### config.mk
export PLATFORM = sky130hd
export DESIGN_NAME = regfile_wb_scheduler
export DESIGN_NICKNAME = d
export VERILOG_FILES = /design/src/rtl/rf_pkg.sv /design/src/rtl/rr_arbiter.sv /design/src/rtl/regfile_wb_scheduler.sv
export SDC_FILE = /design/constraint.sdc
export NUM_CORES = 1
export LEC_CHECK = 0
export ABC_AREA = 1
export CORE_MARGIN = 2
export CORE_UTILIZATION = 35
export CTS_BUF_LIST = sky130_fd_sc_hd__clkbuf_4 sky130_fd_sc_hd__clkbuf_8 sky130_fd_sc_hd__clkbuf_16
export CTS_CLUSTER_SIZE = 40
export DETAILED_ROUTE_END_ITERATION = 10
export GPL_ROUTABILITY_DRIVEN = 0
export HOLD_SLACK_MARGIN = 0.05
export PLACE_DENSITY = 0.65
export SYNTH_ARGS = -nofsm -noshare
export SYNTH_HDL_FRONTEND = slang
export SYNTH_HIERARCHICAL = 1
export SYNTH_SLANG_ARGS = --single-unit
### constraint.sdc
create_clock -name clk -period 7.02 [get_ports clk]
set_input_delay 1.053 -clock clk [delete_from_list [all_inputs] [get_ports clk]]
set_output_delay 1.053 -clock clk [all_outputs]
set_load 0.05 [all_outputs]
### src/rtl/rf_pkg.sv
`default_nettype none
// +--------------------------------------------------------------------+
// | rf_pkg : shared register-file widths and write-back request types |
// | Revision: 1.0                                                      |
// +--------------------------------------------------------------------+
package rf_pkg;

    localparam int REG_COUNT = 32;
    localparam int REG_WIDTH = 32;
    localparam int ADR_WIDTH = 5;

    typedef logic [ADR_WIDTH-1:0] reg_addr_t;
    typedef logic [REG_WIDTH-1:0] reg_data_t;

    typedef struct packed {
        logic      valid;
        reg_addr_t rd;
        reg_data_t data;
    } wb_req_t;

    localparam reg_addr_t RF_ZERO_REG = '0;

endpackage
`default_nettype wire

### src/rtl/rr_arbiter.sv
`default_nettype none
// +--------------------------------------------------------------------+
// | rr_arbiter : combinational round-robin grant, pointer on accept    |
// | Revision: 1.0                                                      |
// +--------------------------------------------------------------------+
module rr_arbiter #(
    parameter  int NUM_REQ = 2,
    localparam int PTR_W   = (NUM_REQ > 1) ? $clog2(NUM_REQ) : 1
) (
    input  logic               clk,
    input  logic               rst_n,
    input  logic [NUM_REQ-1:0] req,
    output logic [NUM_REQ-1:0] grant,
    output logic [PTR_W-1:0]   grant_idx
);

    logic [PTR_W-1:0] r_ptr;
    logic [PTR_W-1:0] w_cand;
    logic             w_found;
    int               w_sum;

    always_comb begin
        grant     = '0;
        grant_idx = '0;
        w_found   = 1'b0;
        w_sum     = 0;
        w_cand    = '0;
        for (int k = 0; k < NUM_REQ; k++) begin
            w_sum = int'(r_ptr) + k;
            if (w_sum >= NUM_REQ) begin
                w_sum = w_sum - NUM_REQ;
            end
            w_cand = PTR_W'(w_sum);
            if (!w_found && req[w_cand]) begin
                grant[w_cand] = 1'b1;
                grant_idx     = w_cand;
                w_found       = 1'b1;
            end
        end
    end

    // Every grant is an accepted transfer, since grant is only given to a valid requester.
    always_ff @(posedge clk or negedge rst_n) begin
        if (!rst_n) begin
            r_ptr <= '0;
        end else if (|grant) begin
            r_ptr <= (grant_idx == PTR_W'(NUM_REQ - 1)) ? '0 : grant_idx + 1'b1;
        end
    end

endmodule
`default_nettype wire

### src/rtl/regfile_wb_scheduler.sv
`default_nettype none
// +--------------------------------------------------------------------+
// | regfile_wb_scheduler : write-port arbitration + pending scoreboard |
// | Revision: 1.0                                                      |
// +--------------------------------------------------------------------+
module regfile_wb_scheduler
    import rf_pkg::*;
#(
    parameter int                 NUM_SRC   = 2,
    parameter logic [NUM_SRC-1:0] LONG_MASK = NUM_SRC'(2'b10)
) (
    input  logic                         clk,
    input  logic                         rst_n,
    input  logic [NUM_SRC-1:0]           src_valid,
    input  logic [NUM_SRC*ADR_WIDTH-1:0] src_rd,
    input  logic [NUM_SRC*REG_WIDTH-1:0] src_data,
    output logic [NUM_SRC-1:0]           src_ready,
    output logic                         rf_we,
    output logic [ADR_WIDTH-1:0]         rf_ad,
    output logic [REG_WIDTH-1:0]         rf_wd,
    input  logic                         iss_valid,
    input  logic                         iss_long,
    input  logic [ADR_WIDTH-1:0]         iss_rd,
    input  logic [ADR_WIDTH-1:0]         iss_rs1,
    input  logic [ADR_WIDTH-1:0]         iss_rs2,
    output logic                         iss_stall,
    output logic [REG_COUNT-1:0]         pending,
    output logic [ADR_WIDTH:0]           pending_cnt
);

    localparam int SEL_W = (NUM_SRC > 1) ? $clog2(NUM_SRC) : 1;

    wb_req_t              w_reqs [NUM_SRC];
    logic [NUM_SRC-1:0]   w_req_valid;
    logic [NUM_SRC-1:0]   w_grant;
    logic [SEL_W-1:0]     w_grant_idx;
    wb_req_t              w_sel;
    logic                 w_xfer;
    logic                 w_sel_long;
    logic                 r_wb_long;
    logic                 w_issue_set;
    logic [REG_COUNT-1:0] w_set_vec;
    logic [REG_COUNT-1:0] w_clr_vec;
    logic [REG_COUNT-1:0] w_pending_nxt;

    function automatic logic pend_bit(input logic [REG_COUNT-1:0] vec, input reg_addr_t r);
        return vec[r] && (r != RF_ZERO_REG);
    endfunction

    function automatic logic [ADR_WIDTH:0] popcount(input logic [REG_COUNT-1:0] vec);
        logic [ADR_WIDTH:0] cnt;
        cnt = '0;
        for (int k = 0; k < REG_COUNT; k++) begin
            cnt = cnt + (ADR_WIDTH + 1)'(vec[k]);
        end
        return cnt;
    endfunction

    generate
        for (genvar i = 0; i < NUM_SRC; i++) begin : g_src
            assign w_reqs[i].valid = src_valid[i];
            assign w_reqs[i].rd    = src_rd[i*ADR_WIDTH +: ADR_WIDTH];
            assign w_reqs[i].data  = src_data[i*REG_WIDTH +: REG_WIDTH];
            assign w_req_valid[i]  = w_reqs[i].valid;
        end
    endgenerate

    rr_arbiter #(
        .NUM_REQ (NUM_SRC)
    ) u_arb (
        .clk       (clk),
        .rst_n     (rst_n),
        .req       (w_req_valid),
        .grant     (w_grant),
        .grant_idx (w_grant_idx)
    );

    assign src_ready  = w_grant;
    assign w_xfer     = |w_grant;
    assign w_sel      = w_reqs[w_grant_idx];
    assign w_sel_long = LONG_MASK[w_grant_idx];

    // Writes to x0 are accepted from the source but never reach the register file.
    always_ff @(posedge clk or negedge rst_n) begin
        if (!rst_n) begin
            rf_we     <= 1'b0;
            rf_ad     <= '0;
            rf_wd     <= '0;
            r_wb_long <= 1'b0;
        end else begin
            rf_we     <= w_xfer && (w_sel.rd != RF_ZERO_REG);
            r_wb_long <= w_xfer && (w_sel.rd != RF_ZERO_REG) && w_sel_long;
            if (w_xfer) begin
                rf_ad <= w_sel.rd;
                rf_wd <= w_sel.data;
            end
        end
    end

    assign iss_stall = iss_valid && (pend_bit(pending, iss_rs1) ||
                                     pend_bit(pending, iss_rs2) ||
                                     (iss_long && pend_bit(pending, iss_rd)));

    assign w_issue_set = iss_valid && !iss_stall && iss_long && (iss_rd != RF_ZERO_REG);

    // Set is applied after clear so a same-edge set of the same register wins.
    always_comb begin
        w_set_vec = '0;
        w_clr_vec = '0;
        if (w_issue_set) begin
            w_set_vec[iss_rd] = 1'b1;
        end
        if (rf_we && r_wb_long) begin
            w_clr_vec[rf_ad] = 1'b1;
        end
        w_pending_nxt = (pending & ~w_clr_vec) | w_set_vec;
    end

    always_ff @(posedge clk or negedge rst_n) begin
        if (!rst_n) begin
            pending     <= '0;
            pending_cnt <= '0;
        end else begin
            pending     <= w_pending_nxt;
            pending_cnt <= popcount(w_pending_nxt);
        end
    end

endmodule
`default_nettype wire

==> impl_results.md <==
- Initial antenna violation count: 0
- Dpl hpwl: about 14 mm
- Die X: approximately 130 µm
- Grt total ovfl: 0
- Router iterations before antenna repair: 5
- Core region area: ~16000 µm²
- CP endpoint kind: register
- Final ANT Viol Nets: 0
- Initial Utilization: between 30% and 40%
- CP arrival: about 6.9 ns
- Syn-to-layout area delta: 44.5%
- CTS root buf: clkbuf_16
- Syn avg cell area: a little over 7 µm²
- Post-Syn Nets: a little over 900
- Maxcap violations: 0
- Cell count after synthesis: between 700 and 800
- Inserted Diodes: 0
- Unrepaired setup endpoints after global routing: no
- First-pass GRT wire length: between 20 and 30 mm
- Synth warnings: 6
- WHS: 0.519 ns
- Clk_skew: about 0.0058 ns
- 1st-iter DRT viols: roughly 350
- Status: finished, final reports clean
- Register bit total from synthesis: 78
- Die H: between 100 and 150 µm
- Die ar.: 16900 µm²
- Vias/cell: around 5.0
- CTS H-tree depth: 3
- Top cell type's share of synthesized area: between 30% and 40%
- Net count reported at finish: roughly 1100
- Rel. slew slack: a little under a third
- Design area: about 8000 µm²
- Largest net degree at the start of global routing: 79
- Post-layout min period: about 6.7 ns
- Number of remaining DRC errors: 0
- Sequential fraction of the synthesis area: between 30% and 40%
- Area leader, netlist: dfrtp_1
- Final wirelength: around 19 mm
- Placed cell area: 7750 µm²
- Hold WC Path Type: reg2reg
- Fmax: between 100 and 150 MHz
- FILL cells: between 1500 and 2000
- Final TNS setup: 0 ns
- I/O pins: about 170
- CP required: 7.24 ns
- Port bufs: about 170
- Vias: between 6000 and 7000
- All-Layer GR Usage: 22.7%
- Final setup vio count: 0
- Final Max Slew Viols: 0
- Final Hold Fails: 0
- CTS tree: done
- Row cnt: between 40 and 50
- Inserted Clock Buffers: 9
- Startpoint class of the critical path: input port
- Clock Pin Slew Worst Setup and Hold Paths: about 0.050 ns
- Worst-Margin Slew: between 1 and 1.5 ns
- Final period util: between 90 and 100%
- Clk_lat worst skew: between 0.3 and 0.4 ns
- Kind of critical path: in2reg
- Routed WL per cell: roughly 16 µm
- Num Clock Sinks: 78
- Max clock buf depth: 2
- Vias in the first global route: just under 6000
- Post-Synthesis Cell Area: between 5000 and 6000 µm²
- Crit Path Max Fanout: 19
- Setup bufs post-CTS: 0
- Post-synth cell types: 33
- Layout cells sized above 1: 8.91%
- Final Util: 51.2%
- Top cells by area, synth: dfrtp_1 (35%), nand2_1 (13%), fa_1 (8.6%)
==> layer usage <==
layer	global-route usage, %	wire [µm]
met2	36.8	8670
met5	0	0
met3	6.93	2170
met1	28.9	7360
met4	7.53	486
==> critical path, cell delays in order <==
cell and delay [ns]:
clkdlybuf4s50_1 0.53, nor2_2 0.22, buf_4 0.15, o211ai_1 0.08, nand3_1 0.09, nand3_1 0.08, nand2_1 0.10, nor2_2 0.06
buf_12 0.15, buf_4 0.15, nand4_1 0.06, nand2_1 0.10, fa_1 0.54, inv_1 0.05, fa_1 0.56, fa_1 0.47
fa_1 0.50, fa_1 0.53, fa_1 0.41, inv_1 0.07, ha_1 0.16, inv_1 0.06, fa_1 0.40, o21a_1 0.20
xor2_1 0.14
==> synth_stat cells <==
library cell / count
nand2_1: 192
inv_1: 108
nor2_1: 93
dfrtp_1: 78
a21oi_1: 73
nand3_1: 59
o21ai_0: 40
nand4_1: 34
fa_1: 24
clkbuf_1: 13
nor3_1: 11
inv_2: 9
buf_4: 7
ha_1: 7
buf_2: 6
buf_6: 4
nor2_2: 4
a31oi_1: 3
or2_2: 3
buf_8: 2
mux2i_1: 2
nand2_4: 2
nand3b_1: 2
xor2_1: 2
a21boi_1: 1
a21oi_2: 1
buf_1: 1
clkinv_1: 1
nand2_2: 1
nor2_4: 1
o211ai_1: 1
o21a_1: 1
xnor2_1: 1
==> sequential cells by signal (all words and copies together), names as in the netlist, named ones only <==
signal       flops
pending         32
pending_cnt      6
r_wb_long        1
rf_we            1
rf_wd           32
rf_ad            5
==> through the flow <==
| step | cells | worst slack (ns) |
|---|---|---|
| finish | 1204 | 0.323 |
| global route | 1204 | 0.0221 |
| CTS | 1203 | 0.195 |
| detailed placement | 1190 | -0.153 |
| global placement | 1190 | -0.0817 |
| floorplan | 787 | 0.608 |
==> placed cells by master, fill, tap and decap left out, types with 4 or more instances in the layout <==
cell type,Yosys,final
nand2_1,192,191
clkdlybuf4s50_1,0,167
inv_1,108,106
nor2_1,93,91
dfrtp_1,78,78
a21oi_1,73,73
nand3_1,59,59
buf_4,7,45
o21ai_0,40,40
nand4_1,34,34
fa_1,24,24
nor3_1,11,11
inv_2,9,9
clkbuf_16,0,9
ha_1,7,7
dlymetal6s2s_1,0,5
nor2_2,4,4
==> kinds of logic (layout without fill, tap and decap cells) <==
group	count (synthesis)	after routing	share of synthesized area, %
AOI/OAI and AO/OA	120	120	11.1
xor gates and xnor gates	3	3	0.472
adders and majority gates	31	31	10.2
buffers and inverters	151	352	11.7
DFF	78	78	35.1
muxes	2	2	0.360
and+or+nand+nor	402	402	31.1
==> what timing repair did <==
item | CTS | global route
resized for setup | 0 | 12
hold buffers | 0 | 0
setup endpoints to repair | 0 | 4
==> layout make-up <==
cell class	instances	area (µm²)	share of cell area (%)
Timing Repair inverter	1	7.51	0.0933
Clock buffer	11	240	2.99
Inverter	118	449	5.58
Sequential cell	78	1950	24.3
Clock inverter	2	12.5	0.156
Multi-Input combinational cell	558	2980	37.0
Tap cell	216	270	3.36
Timing Repair Buffer	220	2130	26.5
==> path summary, 6_finish.rpt <==
kind / startpoint / endpoint / slack (ns) / cells after the start
setup / recovery: iss_rs1[2] / pending_cnt[4] / 0.32 / 25
min in group asynchronous: rst_n / rf_wd[15] / 0.88 / 1
setup reg to reg: pending[24] / pending_cnt[4] / 1.19 / 26
hold / removal: rf_wd[0] / rf_wd[0] / 0.52 / 2
hold reg to reg: rf_wd[0] / rf_wd[0] / 0.52 / 2
max in group asynchronous: rst_n / pending[29] / 5.49 / 1
Power is left out: the tool's default activity adds up to more than one toggle a clock period on the data nets, which glitch-free logic cannot reach.
